==> src/rtl/nibble_add_seq.sv <==
// Sequential WIDTH-bit adder sharing one 4-bit ripple adder, one nibble per clock, LSB nibble first.
// Optional subtract mode enabled by defining NIBBLE_ADD_SEQ_SUB_EN.
module adder4bit (
    input  logic [3:0] a,
    input  logic [3:0] b,
    input  logic       cin,
    output logic [3:0] s,
    output logic       cout
);
    logic [4:0] c;

    assign c[0] = cin;

    genvar gi;
    generate
        for (gi = 0; gi < 4; gi++) begin : g_fa
            assign s[gi]     = a[gi] ^ b[gi] ^ c[gi];
            assign c[gi + 1] = (a[gi] & b[gi]) | (c[gi] & (a[gi] ^ b[gi]));
        end
    endgenerate

    assign cout = c[4];
endmodule

module nibble_add_seq #(
    parameter int WIDTH = 16
) (
    input  logic             clk,
    input  logic             rst_n,
    input  logic             in_valid,
    output logic             in_ready,
    input  logic [WIDTH-1:0] op_a,
    input  logic [WIDTH-1:0] op_b,
    input  logic             cin,
`ifdef NIBBLE_ADD_SEQ_SUB_EN
    input  logic             sub,
`endif
    output logic             out_valid,
    input  logic             out_ready,
    output logic [WIDTH-1:0] sum,
    output logic             cout,
    output logic             busy
);
    localparam int N  = WIDTH / 4;
    localparam int CW = (N > 1) ? $clog2(N) : 1;

    localparam logic [1:0] IDLE = 2'd0;
    localparam logic [1:0] RUN  = 2'd1;
    localparam logic [1:0] DONE = 2'd2;

    logic [1:0]       state_reg, state_next;
    logic [WIDTH-1:0] a_reg, a_next;
    logic [WIDTH-1:0] b_reg, b_next;
    logic [WIDTH-1:0] sum_reg, sum_next;
    logic             carry_reg, carry_next;
    logic [CW-1:0]    cnt_reg, cnt_next;

    logic [3:0] b_nib;
    logic [3:0] s_nib;
    logic       c_nib;
    logic       init_carry;
    logic       accept;

`ifdef NIBBLE_ADD_SEQ_SUB_EN
    logic sub_reg, sub_next;

    // Two's-complement subtract: invert B at the adder input and start with carry 1.
    assign b_nib      = b_reg[3:0] ^ {4{sub_reg}};
    assign init_carry = sub ? 1'b1 : cin;
`else
    assign b_nib      = b_reg[3:0];
    assign init_carry = cin;
`endif

    adder4bit u_adder (
        .a    (a_reg[3:0]),
        .b    (b_nib),
        .cin  (carry_reg),
        .s    (s_nib),
        .cout (c_nib)
    );

    assign in_ready  = (state_reg == IDLE) && rst_n;
    assign accept    = in_valid && in_ready;
    assign out_valid = (state_reg == DONE);
    assign busy      = (state_reg == RUN);
    assign sum       = sum_reg;
    assign cout      = carry_reg;

    always_comb begin
        state_next = state_reg;
        a_next     = a_reg;
        b_next     = b_reg;
        sum_next   = sum_reg;
        carry_next = carry_reg;
        cnt_next   = cnt_reg;
`ifdef NIBBLE_ADD_SEQ_SUB_EN
        sub_next   = sub_reg;
`endif
        case (state_reg)
            IDLE: begin
                if (accept) begin
                    a_next     = op_a;
                    b_next     = op_b;
                    carry_next = init_carry;
                    sum_next   = '0;
                    cnt_next   = '0;
`ifdef NIBBLE_ADD_SEQ_SUB_EN
                    sub_next   = sub;
`endif
                    state_next = RUN;
                end
            end
            RUN: begin
                a_next     = a_reg >> 4;
                b_next     = b_reg >> 4;
                // New nibble enters at the top so the last step leaves nibble 0 at the bottom.
                sum_next   = sum_reg >> 4;
                sum_next[WIDTH-1 -: 4] = s_nib;
                carry_next = c_nib;
                if (cnt_reg == CW'(N - 1)) begin
                    state_next = DONE;
                end else begin
                    cnt_next = cnt_reg + 1'b1;
                end
            end
            DONE: begin
                if (out_ready) begin
                    cnt_next   = '0;
                    state_next = IDLE;
                end
            end
            default: state_next = IDLE;
        endcase
    end

    always_ff @(posedge clk) begin
        if (!rst_n) begin
            state_reg <= IDLE;
            a_reg     <= '0;
            b_reg     <= '0;
            sum_reg   <= '0;
            carry_reg <= 1'b0;
            cnt_reg   <= '0;
`ifdef NIBBLE_ADD_SEQ_SUB_EN
            sub_reg   <= 1'b0;
`endif
        end else begin
            state_reg <= state_next;
            a_reg     <= a_next;
            b_reg     <= b_next;
            sum_reg   <= sum_next;
            carry_reg <= carry_next;
            cnt_reg   <= cnt_next;
`ifdef NIBBLE_ADD_SEQ_SUB_EN
            sub_reg   <= sub_next;
`endif
        end
    end
endmodule

==> config.mk <==
export PLATFORM = sky130hd
export DESIGN_NAME = nibble_add_seq
export DESIGN_NICKNAME = d
export VERILOG_FILES = /design/src/rtl/nibble_add_seq.sv
export SDC_FILE = /design/constraint.sdc
export NUM_CORES = 1
export LEC_CHECK = 0
export BUFFER_PORTS_ARGS = -buffer_cell sky130_fd_sc_hd__buf_2
export CAP_MARGIN = 10
export CELL_PAD_IN_SITES_DETAIL_PLACEMENT = 1
export CELL_PAD_IN_SITES_GLOBAL_PLACEMENT = 1
export CORE_ASPECT_RATIO = 1.2
export CORE_MARGIN = 3
export CORE_UTILIZATION = 30
export CTS_CLUSTER_SIZE = 30
export DETAILED_ROUTE_END_ITERATION = 10
export PLACE_DENSITY = 0.63
export SKIP_LAST_GASP = 1
export SLEW_MARGIN = 20
export SYNTH_ARGS = -nofsm -noshare
export SYNTH_HDL_FRONTEND = slang
export SYNTH_SLANG_ARGS = --single-unit
==> constraint.sdc <==
create_clock -name clk -period 2.3 [get_ports clk]
set_input_delay 0 -clock clk [delete_from_list [all_inputs] [get_ports clk]]
set_output_delay 0 -clock clk [all_outputs]
set_load 0.05 [all_outputs]
==> results of run 1 <==
## worst paths after layout
kind | startpoint | to | slack, ps
worst min register to register | b_reg[15] | b_reg[15] | 460
worst min-delay path | op_b[3] | b_reg[3] | 9
worst max-delay path | b_reg[0] | sum[15] | 20
worst max register to register | b_reg[0] | sum[15] | 20
## per-layer routing
layer	up-vias	part of all wire, %
met2	40	53
met5	-	0
met1	1085	43
met4	0	1.2
li1	1150	-
met3	4	2.8
## cells in the mapped netlist, types with 2 or more instances
| cell type | instances | area [um2] |
|---|---|---|
| clkbuf_1 | 7 | 26.3 |
| buf_2 | 11 | 55.1 |
| buf_8 | 2 | 30.0 |
| nand2_1 | 81 | 304 |
| a21oi_1 | 51 | 255 |
| a311oi_1 | 4 | 35.0 |
| nor4b_1 | 2 | 17.5 |
| nor2_1 | 2 | 7.51 |
| nand3_1 | 17 | 85.1 |
| dfxtp_1 | 53 | 1060 |
| nand2b_1 | 5 | 31.3 |
| and3_1 | 3 | 18.8 |
| inv_1 | 4 | 15.0 |
| buf_6 | 3 | 33.8 |
| fa_1 | 4 | 80.1 |
| buf_4 | 3 | 22.5 |
| o31a_1 | 2 | 17.5 |
| a311oi_2 | 20 | 300 |
| nor2b_1 | 2 | 12.5 |
## per-stage QoR
step / cell area (um2) / instances
final: 3250 / 456
after global placement: 2800 / 415
after detailed placement: 2800 / 415
after global routing: 3250 / 456
after CTS: 3240 / 456
after floorplan: 2510 / 288
## report_power, final
| part | leakage [nW] | internal, mW | switching, mW |
|---|---|---|---|
| Clock | 0.0558 | 0.329 | 0.317 |
| Sequential | 0.435 | 0.976 | 0.0401 |
| Combinational | 0.785 | 0.173 | 0.235 |
| Total | 1.28 | 1.48 | 0.592 |
## cell type report
cell class | instances | area, um2
timing repair buffer | 95 | 668
inverter | 6 | 23.8
multi-input combinational | 202 | 1270
sequential | 53 | 1070
tap | 92 | 115
clock inverter | 2 | 38.8
fill | 963 | 4630
clock buffer | 6 | 72.6
## worst register-to-register path: cells and delay by family (launching register included)
| kind | cells | cell delay (ps) |
|---|---|---|
| compound gates | 1 | 130 |
| fa+ha+maj | 4 | 1530 |
| buf+inv | 1 | 60 |
| flops | 1 | 350 |
| simple gates | 1 | 150 |
## repair_timing
| action | CTS | global route |
|---|---|---|
| hold buffers | 33 | 0 |
| pin swaps | 1 | 4 |
| endpoints found under the setup margin | 1 | 1 |
| resized for setup | 1 | 5 |
| hold endpoints to repair | 34 | 0 |
## cells by family (layout without fill, tap and decap cells)
group,Yosys count,in the layout,share of synthesized area (%)
flops,53,53,42.3
simple gates,117,117,20.9
buf+inv,33,109,7.78
fa+ha+maj,5,5,3.69
compound gates,80,80,25.3
==> flow_summary.ini, run 1 <==
[run_status]
status = complete, no violations

[clocking]
cts_setup_buffers = 0
root_buffer = clkbuf_8
path_clk_slew_ps = 100
tritoncts = built
h-tree-depth = 2
cts.sinks = 53
clock_latency_ps = 310
clock_path_buffers = 2
cts_buffers = 5

[setup_path]
cpPeakStageDelay_ps = 400
crit_path_top_delay_cell = fa_1
crit_buf_inv = 1
ff2ff_path_depth = 7
end_kind = register
cp.depth = 7
crit_path_frequent_cell = fa_2
arrival_ps = 2530
cp.required_ps = 2550
cp_top_family = adder cells
critPathLaunchType = register
path_cells = fa_2 -> fa_2 -> fa_2 -> inv_2 -> fa_1 -> nand2b_4 -> a21oi_2
critPathMaxFanout = 2
path_class = register to register

[final_layout]
n_antenna_cell = 0
areaGrowthSynthToFinish_pct = 29.8
utilization_pct = 41.3
drive_gt1_share_pct = 27.7
final_nets = 405
most-common-layout-cells = nand2_1, buf_2, dfxtp_1, a21oi_1, dlygate4sd3_1
layout_commonest_cell = nand2_1

[sta]
hold_viol_final = 0
setup_viol = 0
setup_slack_ps = 24.8
worstMarginPinSlew_ps = 614
maxSlewHeadroom_pct = 59.0
period_share_pct = 98.9
skew_ps = 10.9
tns_ps = 0
max_freq_ghz = 0.440
fin_crit_ps = 2280
rsz0062_at_grt = true
slew_violations = 0
hold_slack_ps = 8.67

[global_route]
grt_max_degree = 43
grt_use_met3_pct = 2.87
use_met1_pct = 18.1
grt_pass1_wl_um = 11200
grt_pass1_vias = 2290
top_usage_layer = met2
grt_usage_pct = 14.9
grt_remaining_overflow = 0
antenna_found_initial = 0
grt_use_met2_pct = 26.3

[synthesis]
synth_seq_area_share_pct = 42.3
ys.flop_type = dfxtp_1
synth_edf_count = 0
async_flop_share_pct = 0
syn_area_um2 = 2510
syn_avg_cell_area_um2 = 8.71
synth.ff_latch_count = 53
netlist_instances = 288
synth_nets = 330
synth_cell_types = 31
yosys_warnings = 0

[placed_design]
routabilityCongestion = 0.666
dp_hpwl_um = 4350
pre_cts_slack_ps = -42.3
portBuffers = 56

[floorplanning]
start_util_pct = 31.8
ios = 57
fp.dieW_um = 89.5
die_y_um = 106
core_area_um2 = 7880
die-area_um2 = 9500
fp-row-count = 35

[run]
cap_violations = 0

[hold_path]
min_path_type = input port to register
holdPathStages = 3

[power]
p_total_mw = 2.07
ir_worst_vdd_mv = 0.347
p_per_area_nw_per_um2 = 636
cellLeakagePower_nw = 1.28

[route]
drt_wl_total_um = 6720
drc = 0
drt_iter0_drc = 80
via_count = 2279
ant_nets = 0
wire_per_inst_um = 14.7
drt-vias-per-instance = 5.00
firstDrtPassIters = 4
Note: power is estimated with default switching activity, not from simulation.
==> inputs of run 2 (changes only) <==
--- a/config.mk
+++ b/config.mk
@@ -12,6 +12,7 @@
 export CORE_ASPECT_RATIO = 1.2
 export CORE_MARGIN = 3
 export CORE_UTILIZATION = 30
+export CTS_BUF_LIST = sky130_fd_sc_hd__clkbuf_4
 export CTS_CLUSTER_SIZE = 30
 export DETAILED_ROUTE_END_ITERATION = 10
 export PLACE_DENSITY = 0.63
==> run 2 against run 1 <==
Effect of this change: sequential power is essentially flat; highest routed layer unchanged; final cell count grew 0.88%; worst hold slack gained 370 ps; utilization grew 0.13 points; die area is the same; total power shrank 4.1%; non-clock buffer count grew 4.
==> flow_summary.ini, run 2 (synthesized netlist as in run 1, its figures left out) <==
[floorplanning]
fp.dieW_um = 89.5
die_y_um = 106
die-area_um2 = 9500
core_area_um2 = 7880
fp-row-count = 35
ios = 57
start_util_pct = 31.8

[power]
clkPwrFrac_pct = 27.9
switching_power_uw = 584
power_frac_seq_pct = 51.2
ir_worst_vdd_mv = 0.326
cellLeakagePower_nw = 1.28
p_total_mw = 1.98
p_per_area_nw_per_um2 = 608
switching_share_pct = 29.4
comb_power_share_pct = 20.8
p_int_mw = 1.40

[clocking]
clock_path_buffers = 2
clock_latency_ps = 380
h-tree-depth = 2
path_clk_slew_ps = 160
cts_buffers = 5
tritoncts = built
cts.sinks = 53
root_buffer = clkbuf_4

[sta]
max_freq_ghz = 0.437
worstMarginPinSlew_ps = 612
setup_viol = 0
maxSlewHeadroom_pct = 59.2
hold_viol_final = 0
period_share_pct = 99.5
rsz0062_at_grt = true
skew_ps = 18.1
slew_violations = 0
fin_crit_ps = 2290

[route]
via_count = 2289
drc = 0
drt-vias-per-instance = 4.98
drt_wl_total_um = 6780
drt_iter0_drc = 84
ant_nets = 0
firstDrtPassIters = 4
wire_per_inst_um = 14.7

[setup_path]
ff2ff_path_depth = 7
path_class = register to register
regToRegEndpoint = sum[15]
critPathMaxFanout = 2
critPathLaunchType = register
reg2reg_slack_ps = 10
cp.required_ps = 2630
reg2reg_from = b_reg[0]
end_kind = register
arrival_ps = 2620

[global_route]
grt_use_met3_pct = 2.64
use_met1_pct = 17.8
antenna_found_initial = 0
grt_max_degree = 43
grt_usage_pct = 14.8
top_usage_layer = met2
grt_pass1_vias = 2324
grt_remaining_overflow = 0
grt_use_met2_pct = 26.9
grt_pass1_wl_um = 11200

[hold_path]
min_path_type = input port to register
min_from = op_a[15]
worstHoldEndpoint = a_reg[15]
holdPathStages = 4

[final_layout]
layout_commonest_cell = nand2_1
areaGrowthSynthToFinish_pct = 30.2
drive_gt1_share_pct = 28.0
utilization_pct = 41.4
most-common-layout-cells = nand2_1, buf_2, dfxtp_1, a21oi_1, dlygate4sd3_1
n_antenna_cell = 0
final_nets = 409

[placed_design]
routabilityCongestion = 0.666
dp_hpwl_um = 4350
portBuffers = 56

[run]
cap_violations = 0

[run_status]
status = complete, no violations
-- run 2: area by class of cell --
cell class	instances	area (um2)
repair buffers	99	706
clock inverters	2	38.8
clock buffers	6	45.0
flip-flops and latches	53	1070
well taps	92	115
multi-input cells	202	1270
fillers	971	4620
inverters	6	23.8
-- run 2: worst max-delay path by stage --
stage                  start  endpoint  slack (ps)  cells after the start
floorplan               cout   sum[15]           9                      7
global placement        cout   sum[15]          30                      7
detailed placement      cout   sum[15]         -40                      7
CTS                     cout   sum[15]           4                      7
global route        b_reg[0]   sum[15]         -70                      7
finish              b_reg[0]   sum[15]          10                      7
-- run 2: power groups by stage --
stage	combinational [mW]	sequential (mW)	clock (mW)
floorplan	0.250	1.06	0
global route	0.459	1.03	0.607
finish	0.414	1.02	0.554
CTS	0.412	1.02	0.578
global placement	0.356	1.04	0
detailed placement	0.362	1.04	0
-- run 2: critical path, stage by stage (launching register included) --
cell,delay (ps)
dfxtp_2,370
fa_2,390
fa_2,380
fa_2,360
inv_2,60
fa_1,400
nand2b_4,150
a21oi_2,130
-- run 2: per-layer routing --
metal  vias to the layer above  part of all wire [%]
li1                       1161                     -
met1                      1078                    44
met2                        46                    52
met3                         4                   3.0
met4                         0                  0.75
met5                         -                     0
-- run 2: stage by stage --
step | std cells | hold slack (ps) | worst slack (ps) | TNS, ps | instance area, um2
floorplan | 288 | 136 | 8.83 | 0 | 2510
global placement | 415 | 241 | 27.5 | 0 | 2800
detailed placement | 415 | 250 | -42.3 | -42.3 | 2800
CTS | 460 | 365 | 4.49 | 0 | 3250
global route | 460 | 383 | -73.4 | -73.4 | 3260
finish | 460 | 382 | 11.0 | 0 | 3260
-- run 2: repair_timing --
action | in CTS | in global routing
gates resized for setup | 1 | 5
hold endpoints to repair | 37 | 0
endpoints found under the setup margin | 1 | 1
buffers inserted | 1 | 0
hold buffers | 36 | 0
pin swaps | 1 | 4
